--- src/rtl/shift_xfer_ctrl_pkg.sv ---
// Shared types for the serial shift-transfer controller: FSM state encoding
// and a counter-width helper that stays legal for a divide-by-one setting.
package shift_xfer_ctrl_pkg;

  typedef enum logic [1:0] {
    S_IDLE  = 2'd0,
    S_SHIFT = 2'd1,
    S_DONE  = 2'd2
  } state_t;

  // $clog2(1) is 0, which cannot size a vector; clamp to one bit.
  function automatic int unsigned cnt_width(input int unsigned n);
    return (n > 1) ? $clog2(n) : 1;
  endfunction

endpackage

--- src/rtl/shift_reg_pload.sv ---
// Right-shifting register with parallel load; serial data enters at the MSB
// and leaves from bit 0. Load has priority over shift.
module shift_reg_pload #(
  parameter int WIDTH = 8
) (
  input  logic             clk,
  input  logic             rst,
  input  logic             load,
  input  logic [WIDTH-1:0] d,
  input  logic             shift,
  input  logic             sin,
  output logic [WIDTH-1:0] q,
  output logic             so
);

  always_ff @(posedge clk) begin
    if (!rst) begin
      q <= '0;
    end else if (load) begin
      q <= d;
    end else if (shift) begin
      q <= {sin, q[WIDTH-1:1]};
    end
  end

  assign so = q[0];

endmodule

--- src/rtl/shift_xfer_ctrl.sv ---
// Sequencer for one parallel-in / serial-shift / parallel-out transfer through
// shift_reg_pload, with a held rx buffer and a sticky overrun flag.
//
//   state   | meaning
//   S_IDLE  | ready for a new word; accept loads the shift register
//   S_SHIFT | one shift every DIV cycles until WIDTH shifts are done
//   S_DONE  | one cycle: copy shift register into the rx buffer
module shift_xfer_ctrl
  import shift_xfer_ctrl_pkg::*;
#(
  parameter int WIDTH = 8,
  parameter int DIV   = 1
) (
  input  logic             clk,
  input  logic             rst,
  input  logic [WIDTH-1:0] tx_data,
  input  logic             tx_valid,
  output logic             tx_ready,
  input  logic             sin,
  output logic             so,
  output logic             shift_en,
  output logic             busy,
  output logic [WIDTH-1:0] rx_data,
  output logic             rx_valid,
  input  logic             rx_ready,
  output logic             overrun
);

  localparam int BIT_W = $clog2(WIDTH + 1);
  localparam int DIV_W = cnt_width(DIV);

  state_t           state;
  state_t           state_nxt;
  logic [DIV_W-1:0] divcnt;
  logic [BIT_W-1:0] bitcnt;
  logic [WIDTH-1:0] shreg_q;
  logic             load;
  logic             last_shift;

  always_ff @(posedge clk) begin
    if (!rst) begin
      state <= S_IDLE;
    end else begin
      state <= state_nxt;
    end
  end

  always_comb begin
    state_nxt = state;
    case (state)
      S_IDLE:  if (load) state_nxt = S_SHIFT;
      S_SHIFT: if (last_shift) state_nxt = S_DONE;
      S_DONE:  state_nxt = S_IDLE;
      default: state_nxt = S_IDLE;
    endcase
  end

  always_comb begin
    tx_ready = 1'b0;
    busy     = 1'b0;
    shift_en = 1'b0;
    case (state)
      S_IDLE:  tx_ready = 1'b1;
      S_SHIFT: begin
        busy     = 1'b1;
        shift_en = (divcnt == DIV_W'(DIV - 1));
      end
      S_DONE:  busy = 1'b1;
      default: ;
    endcase
  end

  assign load       = tx_valid && tx_ready;
  assign last_shift = shift_en && (bitcnt == BIT_W'(WIDTH - 1));

  always_ff @(posedge clk) begin
    if (!rst) begin
      divcnt <= '0;
      bitcnt <= '0;
    end else if (load) begin
      divcnt <= '0;
      bitcnt <= '0;
    end else if (state == S_SHIFT) begin
      if (shift_en) begin
        divcnt <= '0;
        bitcnt <= bitcnt + BIT_W'(1);
      end else begin
        divcnt <= divcnt + DIV_W'(1);
      end
    end
  end

  // A capture in S_DONE takes precedence over a same-edge consume.
  always_ff @(posedge clk) begin
    if (!rst) begin
      rx_data  <= '0;
      rx_valid <= 1'b0;
      overrun  <= 1'b0;
    end else if (state == S_DONE) begin
      rx_data  <= shreg_q;
      rx_valid <= 1'b1;
      if (rx_valid && !rx_ready) overrun <= 1'b1;
    end else if (rx_ready) begin
      rx_valid <= 1'b0;
    end
  end

  shift_reg_pload #(.WIDTH(WIDTH)) u_shreg (
    .clk   (clk),
    .rst   (rst),
    .load  (load),
    .d     (tx_data),
    .shift (shift_en),
    .sin   (sin),
    .q     (shreg_q),
    .so    (so)
  );

endmodule
--- config.mk ---
export PLATFORM = sky130hd
export DESIGN_NAME = shift_xfer_ctrl
export DESIGN_NICKNAME = d
export VERILOG_FILES = /design/src/rtl/shift_xfer_ctrl_pkg.sv /design/src/rtl/shift_reg_pload.sv /design/src/rtl/shift_xfer_ctrl.sv
export SDC_FILE = /design/constraint.sdc
export NUM_CORES = 1
export LEC_CHECK = 0
export ABC_AREA = 1
export CAP_MARGIN = 20
export CORE_AREA = 3 3 47 57
export CTS_BUF_LIST = sky130_fd_sc_hd__clkbuf_8 sky130_fd_sc_hd__clkbuf_16
export DETAILED_ROUTE_END_ITERATION = 16
export DIE_AREA = 0 0 50 60
export GPL_ROUTABILITY_DRIVEN = 0
export PLACE_DENSITY = 0.79
export SLEW_MARGIN = 30
export SYNTH_ARGS = -nofsm -noshare
export SYNTH_HDL_FRONTEND = slang
export SYNTH_SLANG_ARGS = --single-unit
--- constraint.sdc ---
create_clock -name clk -period 2.9 [get_ports clk]
set_input_delay 0.29 -clock clk [delete_from_list [all_inputs] [get_ports clk]]
set_output_delay 0.29 -clock clk [all_outputs]
set_load 0.05 [all_outputs]
======== Word level (Yosys, flattened, before mapping) ========
Cells that the tools add are included.
storage, ports and cells
  bits in registers ....................... 25
  output and inout bits ................... 14
cells by class
  $add $sub $neg .......................... 2
  equal/unequal tests ..................... 5
  muxes and demuxes ....................... 11
  bitwise operators ....................... 2
  reductions and logical operators ........ 12
operators with widths
  cell                                                 number
  two-way mux 8 bit                                    2
  two-way mux 1 bit                                    6
  AND reduction 2 bit                                  3
  adder 4 x 1 -> 4 bit, second input constant          1
  equality test 4 x 3 -> 1 bit, second input constant  1
  two-way mux 2 bit                                    2
  != test 2 bit, second input constant                 2
  case mux 2 bit (2 select lines)                      1
  nonzero test 2 bit                                   2
  OR reduction 2 bit                                   2
  logical AND 1 bit                                    3
  equality test 2 x 1 -> 1 bit, second input constant  1
  equality test 2 bit, second input constant           1
  zero test 2 bit                                      1
  inverter 1 bit                                       2
  adder 1 bit, second input constant                   1
  zero test 1 bit                                      1

======== Longest topological paths before layout ========
Gate-level depths: netlist of the first run.
  word-level depth ........................ 5
  gate-level depth with buffers ........... 9
  gate-level depth less buffers ........... 9

======== Hierarchy ========
Synthesis of the first run repeated with hierarchy kept, for this count alone.
second synthesis, totals
  cells, all modules ...................... 159
  area total of the unflattened synthesis .. 1,143.6 µm²
modules (own cells, without submodules)
  module           instances  cells an instance  area an instance (µm²)
  shift_xfer_ctrl  1          92                 716.9
  shift_reg_pload  1          67                 426.7

======== Worst setup path before layout of the first run ========
OpenSTA, ideal clock, no wires.
  kind .................................... register to register
  start point ............................. register state[0]
  end point ............................... register u_shreg.q[7]
  arrival ................................. 1.401 ns
  required time ........................... 2.784 ns
  setup slack ............................. 1.383 ns
  cell stages (with the launch flop) ...... 7
  path buffers ............................ 1
  cell sequence ........................... dfxtp_1 -> inv_1 -> ha_1 -> nand2_4 -> buf_4 -> o211ai_1 -> inv_1
on the way
  longest elaborated chain between the ends .. 4
RTL lines
  what                                                            RTL line               RTL
  start, declared                                                 shift_xfer_ctrl.sv:32  state_t state;
  start signal, assigned                                          shift_xfer_ctrl.sv:44  state <= state_nxt;
  zero test 2 bit *                                               shift_xfer_ctrl.sv:62  case (state)
  two-way mux 1 bit *                                             shift_xfer_ctrl.sv:62
  net tx_ready                                                    shift_xfer_ctrl.sv:18  output logic tx_ready,
  logical AND 1 bit *                                             shift_xfer_ctrl.sv:73  assign load = tx_valid && tx_ready;
  two-way mux 8 bit / nonzero test 2 bit (equally long branches)  n/a
  end signal, assigned                                            shift_reg_pload.sv:22  q <= {sin, q[WIDTH-1:1]};
  end, declared                                                   shift_reg_pload.sv:12  output logic [WIDTH-1:0] q,
Mark *: on every way through the listed nets, which the timed path passes. The rest lies on a longest branch.
A chain may end at the register's enable or synchronous reset.

======== Worst setup path in the final report of the first run ========
  start point ............................. register state[1]
  end point ............................... output port shift_en
on the way
  longest elaborated chain between the ends .. 2
RTL lines
  what                          RTL line               RTL
  equality test 2 x 1 -> 1 bit  shift_xfer_ctrl.sv:62
  two-way mux 1 bit             shift_xfer_ctrl.sv:62
  end, declared                 shift_xfer_ctrl.sv:21  output logic shift_en,
No other way between the ends.

==> flow_summary.toml, run 1 <==
[worst_setup_path]
worst_r2r_endpoint = "bitcnt[1]$_SDFFE_PP0P_"
timing.rr.start = "state[0]$_SDFFE_PN0P_"
cp_data_arrival_time_ps = 2120
rr_worst_depth = 7
crit_path_max_incr_delay_ps = 870
required_ps = 2610
critPathTopFamily = "buffers and inverters"
critPathLaunchType = "flip-flop"
crit_type = "reg -> out"
regToRegSetupSlack_ps = 1380
worst_setup_path_end_kind = "primary output"
timing.critical_path.buf_inv = 3
cp_cell_sequence = "inv_1 > ha_1 > inv_2 > nor2_4 > clkdlybuf4s50_1"
peak_fanout_along_the_critical_path = 12
cp_slowest_cell = "sky130_fd_sc_hd__clkdlybuf4s50_1"

[clocking]
cts_hold_buf = 0
cts_setup_buffers = 0
numCtsBuffers = 3
ctsRootBufferMaster = "sky130_fd_sc_hd__clkbuf_8"
clock_sink_count = 25
cts_tree = "yes"
clkLatencyLatePin_ps = 270
clk_path_buf_depth = 2
ctsResizeCount = 0
cts_htree_levels = 1
worst_setup_hold_path_clk_slew_ps = 90

[layout]
final_layout_net_count = 187
final_layout_size_suffix_gt1_frac = 0.107
areaGrowthSynthToFinish_pct = 29.3
finalNonFillerCells = 198
nFillCells = 183
insertedDiodeCount = 0

[worst_hold_path]
worst_hold_startpoint = "overrun$_SDFFE_PN0P_"
hold_end = "overrun$_SDFFE_PN0P_"
whs_path_depth = 1
timing.hold.worst.class = "reg -> reg"

[die]
num_rows = 18
floorplan.die.height_um = 60
start_util = 0.511
ios = 27
design.die.area_um2 = 3000
core_area_um2 = 2140
die_width_um = 50

[routing]
drt_iter0_drc = 13
count_of_unresolved_drc_violations_after_routing = 0
dr.pass1.iters = 4
drt-total-wl_um = 2300
via_count = 982
postRouteAntennaNets = 0
route.detailed.wl_per_inst_um = 11.6
via_per_inst = 4.96

[yosys]
synth.ff_latch_count = 25
yosysSeqAreaShare = 0.458
most_used_standard_cell_by_instance_count_after_synthesis = "sky130_fd_sc_hd__nand2_1"
synth-warning-count = 0
synth.cell_area_um2 = 1090
synth.distinct_cells = 23
synth_largest_area_cell = "sky130_fd_sc_hd__dfxtp_1"
synth_top_cells_by_area = "sky130_fd_sc_hd__dfxtp_1 46%, sky130_fd_sc_hd__nand2_1 10%, sky130_fd_sc_hd__nor2_1 7.6%"
synth_flop_cell = "sky130_fd_sc_hd__dfxtp_1"
postSynthNetCount = 159
netlist.area_leader.share = 0.458
postSynthAreaPerCell_um2 = 7.75
synth_cells = 141
synthArstFlopShare = 0
count_of_flip_flops_with_a_built_in_enable_after_synthesis = 0
synth_common_cells = "29 x sky130_fd_sc_hd__nand2_1, 25 x sky130_fd_sc_hd__dfxtp_1, 22 x sky130_fd_sc_hd__nor2_1"

[timing]
timing.final.max_slew_violations = 0
timing.max_slew.rel_slack = 0.668
clock_skew_ps = 8.45
timing.final.crit_share = 0.830
clock.fmax_mhz = 415
hold_ws_ps = 481
setup_violations = 0
max_slew.worst_pin.slew_ps = 496
rsz0062_at_grt = "false"
report.final.hold_viol_count = 0
setup-tns-final_ps = 0
timing.final.crit_period_ps = 2410

[power]
report.power.total_mw = 0.817
p_seq_frac = 0.477
p_leak_nw = 0.581
power_report.internal_total_mw = 0.544
share_comb_of_total_power = 0.271
netSwitchingPower_mw = 0.272
irDropWorstVdd_mv = 0.472
power_per_cell_area_nw_per_um2 = 578
power.share.clock = 0.253
p_sw_frac = 0.334

[global_routing]
grt_start_max_net_pins = 15
gr-total-overflow = 0
antenna_found_initial = 0
grt_pass1_wl_um = 3950
total_global_routing_track_utilization = 0.172
first_global_vias = 968

[status]
status = "complete, no violations"

[placed_design]
place.port_buffers = 26
dp_hpwl_um = 1740
post-place-cells = 194

[flow_run]
max_cap_violations = 0
## worst register-to-register path: stages, from the launching register on
cell and delay, ps:
sky130_fd_sc_hd__dfxtp_1 400, sky130_fd_sc_hd__inv_1 90, sky130_fd_sc_hd__ha_1 260, sky130_fd_sc_hd__nand2_4 170, sky130_fd_sc_hd__inv_1 170, sky130_fd_sc_hd__nor2_4 160
sky130_fd_sc_hd__o21ai_0 100, sky130_fd_sc_hd__a21oi_1 120
## layout by cell type, fill, tap and decap left out
master / Yosys / layout
sky130_fd_sc_hd__nand3_1: 6 / 6
sky130_fd_sc_hd__nor2_4: 2 / 2
sky130_fd_sc_hd__nor2_1: 22 / 22
sky130_fd_sc_hd__clkbuf_8: 0 / 3
sky130_fd_sc_hd__ha_1: 5 / 5
sky130_fd_sc_hd__a21oi_1: 8 / 8
sky130_fd_sc_hd__nand2_4: 1 / 1
sky130_fd_sc_hd__o21ai_2: 1 / 1
sky130_fd_sc_hd__inv_2: 5 / 5
sky130_fd_sc_hd__o21a_1: 1 / 1
sky130_fd_sc_hd__o21bai_1: 1 / 1
sky130_fd_sc_hd__o21ai_1: 2 / 2
sky130_fd_sc_hd__a21oi_2: 1 / 1
sky130_fd_sc_hd__clkdlybuf4s50_1: 0 / 26
sky130_fd_sc_hd__nand2_1: 29 / 29
sky130_fd_sc_hd__o211ai_1: 1 / 1
sky130_fd_sc_hd__dfxtp_1: 25 / 25
sky130_fd_sc_hd__o21ai_0: 12 / 12
sky130_fd_sc_hd__clkinv_2: 0 / 1
sky130_fd_sc_hd__inv_1: 9 / 9
sky130_fd_sc_hd__a31oi_1: 3 / 3
sky130_fd_sc_hd__nor3_2: 1 / 1
sky130_fd_sc_hd__nand2_2: 3 / 3
## kinds of logic (layout without fill, tap and decap cells)
group / count (synthesis) / after routing / synth area share
and+or+nand+nor: 64 / 64 / 0.260
AOI/OAI and AO/OA: 30 / 30 / 0.155
DFF: 25 / 25 / 0.458
buffers and inverters: 17 / 44 / 0.0699
adders and majority gates: 5 / 5 / 0.0573
## routing by layer
metal	up-vias	wire (µm)	GRT usage
met4	0	44	0.103
met1	437	1010	0.209
met5	-	0	0
li1	509	-	-
met2	31	1110	0.284
met3	5	132	0.0324
## sequential cells by signal (all words and copies together), names as in the netlist
register / flops
bitcnt: 4
divcnt: 1
overrun: 1
rx_data: 8
rx_valid: 1
state: 2
u_shreg.q: 8
## how the worst max path moves through the flow
stage                                     start                        end  cells after the start
after detailed placement  state[1]$_SDFFE_PN0P_                   shift_en                      5
after CTS                 state[1]$_SDFFE_PN0P_                   shift_en                      5
final                     state[1]$_SDFFE_PN0P_                   shift_en                      5
after global routing      state[1]$_SDFFE_PN0P_                   shift_en                      5
after floorplan           state[0]$_SDFFE_PN0P_  u_shreg.q[7]$_SDFFE_PN0P_                      6
after global placement    state[1]$_SDFFE_PN0P_                   shift_en                      5
## area by class of cell
| cell class | count | area [µm²] | area share |
|---|---|---|---|
| timing repair buffer | 26 | 260 | 0.184 |
| multi-input combinational | 99 | 515 | 0.365 |
| tap | 30 | 37.5 | 0.0266 |
| inverter | 14 | 52.6 | 0.0372 |
| clock buffer | 3 | 41.3 | 0.0292 |
| sequential | 25 | 500 | 0.354 |
| clock inverter | 1 | 5.00 | 0.00354 |
## through the flow
stage / worst slack [ps] / utilization / cell area (µm²)
finish: 493 / 0.660 / 1410
global route: 409 / 0.660 / 1410
CTS: 493 / 0.660 / 1410
detailed placement: 796 / 0.639 / 1370
global placement: 888 / 0.639 / 1370
floorplan: 1380 / - / 1090
## power by group through the flow
| stage | Combinational [mW] | Clock (mW) | Sequential (mW) |
|---|---|---|---|
| global route | 0.240 | 0.224 | 0.393 |
| detailed placement | 0.221 | 0 | 0.397 |
| global placement | 0.215 | 0 | 0.396 |
| CTS | 0.222 | 0.213 | 0.389 |
| floorplan | 0.125 | 0 | 0.428 |
| finish | 0.221 | 0.206 | 0.389 |
No activity file was read; power rests on OpenSTA's default activity.
==> run 2, diff against run 1 <==
--- a/config.mk
+++ b/config.mk
@@ -7,12 +7,12 @@
 export LEC_CHECK = 0
 export ABC_AREA = 1
 export CAP_MARGIN = 20
-export CORE_AREA = 3 3 47 57
+export CORE_AREA = 3 3 49 59
 export CTS_BUF_LIST = sky130_fd_sc_hd__clkbuf_8 sky130_fd_sc_hd__clkbuf_16
 export DETAILED_ROUTE_END_ITERATION = 16
-export DIE_AREA = 0 0 50 60
+export DIE_AREA = 0 0 52 62
 export GPL_ROUTABILITY_DRIVEN = 0
-export PLACE_DENSITY = 0.79
+export PLACE_DENSITY = 0.74
 export SLEW_MARGIN = 30
 export SYNTH_ARGS = -nofsm -noshare
 export SYNTH_HDL_FRONTEND = slang
==> constraint.sdc (replaced) <==
create_clock -name clk -period 2.4 [get_ports clk]
set_input_delay 0.24 -clock clk [delete_from_list [all_inputs] [get_ports clk]]
set_output_delay 0.24 -clock clk [all_outputs]
set_load 0.05 [all_outputs]
==> run 2 against run 1 <==
Core utilization is 5.2 points lower. Clock-buffer cell count unchanged. Setup slack worse by 160 ps. Global-route usage fell by 1.1 points. Register-to-register slack got worse by 470 ps. Routed wire length rose by 1.1%. Die area increased by 7.5%. First-iteration DRC count down 15%. Clock power increased by 20%. Cell count increased by 1.5%. Combinational power rose by 22%. Critical path type unchanged. Largest power group unchanged.
==> flow_summary.toml, run 2 (synthesis results as in run 1) <==
[status]
status = "complete, no violations"

[timing]
timing.final.max_slew_violations = 0
hold_ws_ps = 487
timing.final.crit_share = 0.860
clock.fmax_mhz = 484
max_slew.worst_pin.slew_ps = 505
setup-tns-final_ps = 0
rsz0062_at_grt = "false"
timing.max_slew.rel_slack = 0.662
timing.final.crit_period_ps = 2070
clock_skew_ps = 4.00
setup_violations = 0
report.final.hold_viol_count = 0

[global_routing]
total_global_routing_track_utilization = 0.161
first_global_vias = 956
grt_start_max_net_pins = 16
antenna_found_initial = 0
grt_pass1_wl_um = 3890
gr-total-overflow = 0

[routing]
count_of_unresolved_drc_violations_after_routing = 0
drt_iter0_drc = 11
postRouteAntennaNets = 0
route.detailed.wl_per_inst_um = 11.6
via_per_inst = 4.95
via_count = 995
drt-total-wl_um = 2330
dr.pass1.iters = 4

[worst_setup_path]
worst_setup_path_end_kind = "primary output"
required_ps = 2160
rr_worst_depth = 7
timing.rr.start = "state[0]$_SDFFE_PN0P_"
critPathLaunchType = "flip-flop"
critical_path.startpoint = "state[1]$_SDFFE_PN0P_"
endpoint = "shift_en"
peak_fanout_along_the_critical_path = 3
worst_r2r_endpoint = "bitcnt[1]$_SDFFE_PP0P_"
regToRegSetupSlack_ps = 910
crit_type = "reg -> out"
cp_data_arrival_time_ps = 1830

[placed_design]
placed_cell_area_um2 = 1380
place.port_buffers = 26
post-place-cells = 197
dp_hpwl_um = 1790

[die]
floorplan.die.height_um = 62
core_area_um2 = 2350
ios = 27
start_util = 0.464
die_width_um = 52
num_rows = 19
design.die.area_um2 = 3220

[clocking]
clk_path_buf_depth = 2
cts_setup_buffers = 0
cts_tree = "yes"
ctsResizeCount = 0
ctsRootBufferMaster = "sky130_fd_sc_hd__clkbuf_8"
worst_setup_hold_path_clk_slew_ps = 90
numCtsBuffers = 3
cts_hold_buf = 0
cts_htree_levels = 1
clkLatencyLatePin_ps = 260
clock_sink_count = 25

[layout]
nFillCells = 212
insertedDiodeCount = 0
layout.cells.most_common_list = "29 x sky130_fd_sc_hd__nand2_1, 26 x sky130_fd_sc_hd__clkdlybuf4s50_1, 25 x sky130_fd_sc_hd__dfxtp_1"
final_layout_net_count = 189
areaGrowthSynthToFinish_pct = 31.0
finalNonFillerCells = 201
reg_top3 = "rx_data x8, u_shreg.q x8, bitcnt x4"
final_layout_size_suffix_gt1_frac = 0.118
mostFrequentLayoutCell = "sky130_fd_sc_hd__nand2_1"
final_cell_area_um2 = 1430

[worst_hold_path]
timing.hold.worst.class = "reg -> reg"

[power]
irDropWorstVdd_mv = 0.491
p_leak_nw = 0.587
report.power.total_mw = 0.988
power_per_cell_area_nw_per_um2 = 690

[flow_run]
max_cap_violations = 0
==> run 2: changes by cell type in the layout (fill, tap and decap cells not counted), sizes merged <==
cell / before / now
buf: 0 / 2
clkinv: 1 / 0
clkinvlp: 0 / 1
==> run 2: worst min path at each step <==
| stage | start | to | slack, ps | depth (start not counted) |
|---|---|---|---|---|
| after CTS | overrun$_SDFFE_PN0P_ | overrun$_SDFFE_PN0P_ | 490 | 1 |
| after floorplan | rst | u_shreg.q[4]$_SDFFE_PN0P_ | 380 | 2 |
| after global routing | overrun$_SDFFE_PN0P_ | overrun$_SDFFE_PN0P_ | 520 | 1 |
| final | overrun$_SDFFE_PN0P_ | overrun$_SDFFE_PN0P_ | 490 | 1 |
| after global placement | overrun$_SDFFE_PN0P_ | overrun$_SDFFE_PN0P_ | 450 | 1 |
| after detailed placement | overrun$_SDFFE_PN0P_ | overrun$_SDFFE_PN0P_ | 460 | 1 |
==> run 2: final cells by class <==
class / instances / area (µm²) / area share
Clock buffer: 3 / 41.3 / 0.0288
Inverter: 14 / 52.6 / 0.0367
Clock inverter: 1 / 7.51 / 0.00524
Timing Repair Buffer: 28 / 275 / 0.192
Sequential cell: 25 / 500 / 0.350
Multi-Input combinational cell: 99 / 515 / 0.360
Tap cell: 31 / 38.8 / 0.0271
==> run 2: critical path, stage by stage, from the launching register on <==
cell and delay [ps]:
sky130_fd_sc_hd__dfxtp_1 340, sky130_fd_sc_hd__inv_1 110, sky130_fd_sc_hd__ha_1 190, sky130_fd_sc_hd__inv_2 60, sky130_fd_sc_hd__nor2_4 70, sky130_fd_sc_hd__clkdlybuf4s50_1 800
==> run 2: stage by stage <==
step / utilization / worst slack (ps)
CTS: 0.608 / 322
floorplan: - / 883
detailed placement: 0.587 / 616
finish: 0.608 / 335
global placement: 0.587 / 660
global route: 0.608 / 237
==> run 2: power breakdown <==
| part | internal (mW) | switching (mW) |
|---|---|---|
| Combinational | 0.0973 | 0.173 |
| Clock | 0.117 | 0.129 |
| Sequential | 0.448 | 0.0234 |
==> run 2: layer usage <==
| metal | share of wire | vias up | GRT usage |
|---|---|---|---|
| met5 | 0 | - | 0 |
| met4 | 0.0077 | 0 | 0.0562 |
| met2 | 0.50 | 28 | 0.302 |
| li1 | - | 510 | - |
| met3 | 0.041 | 2 | 0.0239 |
| met1 | 0.45 | 455 | 0.186 |
==> run 3, diff against run 2 <==
==> constraint.sdc (replaced) <==
create_clock -name clk -period 2.4 [get_ports clk]
set_input_delay 0.6 -clock clk [delete_from_list [all_inputs] [get_ports clk]]
set_output_delay 0.6 -clock clk [all_outputs]
set_load 0.05 [all_outputs]
==> run 3 against run 2 <==
Combinational power is essentially flat. Sequential share of layout area rose by 0.15 points. Flip-flop and latch count unchanged. Die area unchanged.
==> flow_summary.toml, run 3 (synthesis results as in run 1) <==
[worst_setup_path]
critPathLaunchType = "flip-flop"
crit_type = "reg -> out"
cp_slowest_cell = "sky130_fd_sc_hd__clkdlybuf4s50_1"
worst-path-stages = 1
worst_setup_path_end_kind = "primary output"
required_ps = 1800
critPathTopFamily = "buffers and inverters"
peak_fanout_along_the_critical_path = 3
rr_worst_depth = 9
cp_data_arrival_time_ps = 1460
cp_cell_sequence = "clkdlybuf4s50_1"
crit_path_max_incr_delay_ps = 820
timing.critical_path.buf_inv = 1

[clocking]
ctsResizeCount = 0
clock_sink_count = 25
numCtsBuffers = 3
cts_setup_buffers = 0
clkLatencyLatePin_ps = 270
cts_htree_levels = 1
ctsRootBufferMaster = "sky130_fd_sc_hd__clkbuf_8"
cts_tree = "yes"
worst_setup_hold_path_clk_slew_ps = 80
clk_path_buf_depth = 2
cts_hold_buf = 0

[die]
num_rows = 19
core_area_um2 = 2350
design.die.area_um2 = 3220
floorplan.die.height_um = 62
die_width_um = 52
ios = 27
start_util = 0.464

[timing]
clock.fmax_mhz = 485
rsz0062_at_grt = "false"
max_slew.worst_pin.slew_ps = 510
setup-tns-final_ps = 0
hold_ws_ps = 482
postLayoutSetupSlackWorst_ps = 336
report.final.hold_viol_count = 0
setup_violations = 0
timing.final.crit_period_ps = 2060
timing.max_slew.rel_slack = 0.659
timing.final.max_slew_violations = 0
timing.final.crit_share = 0.860
clock_skew_ps = 0.975

[layout]
layout.cells.most_common_list = "29 x sky130_fd_sc_hd__nand2_1, 25 x sky130_fd_sc_hd__dfxtp_1, 23 x sky130_fd_sc_hd__clkdlybuf4s50_1"
multi_input_area_um2 = 515
nFillCells = 222
mostFrequentLayoutCell = "sky130_fd_sc_hd__nand2_1"
final_layout_net_count = 188
insertedDiodeCount = 0
finalNonFillerCells = 200
layout.area.seq_um2 = 500
final_util = 0.606
areaGrowthSynthToFinish_pct = 30.5
reg_top3 = "rx_data x8, u_shreg.q x8, bitcnt x4"
final_layout_size_suffix_gt1_frac = 0.124

[routing]
via_count = 986
route.detailed.wl_per_inst_um = 12.1
dr.pass1.iters = 4
via_per_inst = 4.93
drt_iter0_drc = 15
drt-total-wl_um = 2430
postRouteAntennaNets = 0
count_of_unresolved_drc_violations_after_routing = 0

[global_routing]
first_global_vias = 900
total_global_routing_track_utilization = 0.168
antenna_found_initial = 0
grt_start_max_net_pins = 15
grt_pass1_wl_um = 3980
gr-total-overflow = 0

[worst_hold_path]
whs_path_depth = 1
timing.hold.worst.class = "reg -> reg"

[status]
status = "complete, no violations"

[power]
power.share.clock = 0.245
power_per_cell_area_nw_per_um2 = 692
irDropWorstVdd_mv = 0.447
share_comb_of_total_power = 0.276
power_report.internal_total_mw = 0.660
netSwitchingPower_mw = 0.326
p_sw_frac = 0.331
p_leak_nw = 0.594
p_seq_frac = 0.479

[placed_design]
dp_hpwl_um = 1800
post-place-cells = 196
place_ws_ps = 573
place.port_buffers = 26

[flow_run]
max_cap_violations = 0
==> run 3: final cells by class <==
type | instances | area share
Clock buffer | 3 | 0.0290
Clock inverter | 1 | 0.00263
Inverter | 14 | 0.0369
Sequential cell | 25 | 0.351
Multi-Input combinational cell | 99 | 0.362
Tap cell | 31 | 0.0272
Timing Repair Buffer | 27 | 0.191
==> run 3: per-layer routing <==
metal  vias to the layer above  track usage  routed length (µm)
met5                         -            0                   0
met2                        26        0.278                1130
met4                         0       0.0974                  48
met1                       450        0.203                1140
met3                         5       0.0358                 103
li1                        505            -                   -
==> run 3: final timing paths <==
kind | from | slack (ps) | endpoint
max | u_shreg.q[0]$_SDFFE_PN0P_ | 340 | so
max reg2reg | state[1]$_SDFFE_PN0P_ | 840 | bitcnt[3]$_SDFFE_PP0P_
min reg2reg | overrun$_SDFFE_PN0P_ | 480 | overrun$_SDFFE_PN0P_
min | overrun$_SDFFE_PN0P_ | 480 | overrun$_SDFFE_PN0P_
==> run 3: power by group through the flow <==
stage	Sequential (mW)	Combinational [mW]	Clock (mW)
final	0.472	0.272	0.242
after detailed placement	0.481	0.271	0
after global routing	0.476	0.296	0.263
after global placement	0.480	0.266	0
after floorplan	0.517	0.152	0
after CTS	0.471	0.273	0.246
==> run 3: through the flow <==
stage / total power, mW / area (µm²)
2_1_floorplan: 0.668 / 1090
3_3_place_gp: 0.746 / 1380
5_1_grt: 1.03 / 1430
4_1_cts: 0.990 / 1430
6_report: 0.986 / 1430
3_5_place_dp: 0.752 / 1380
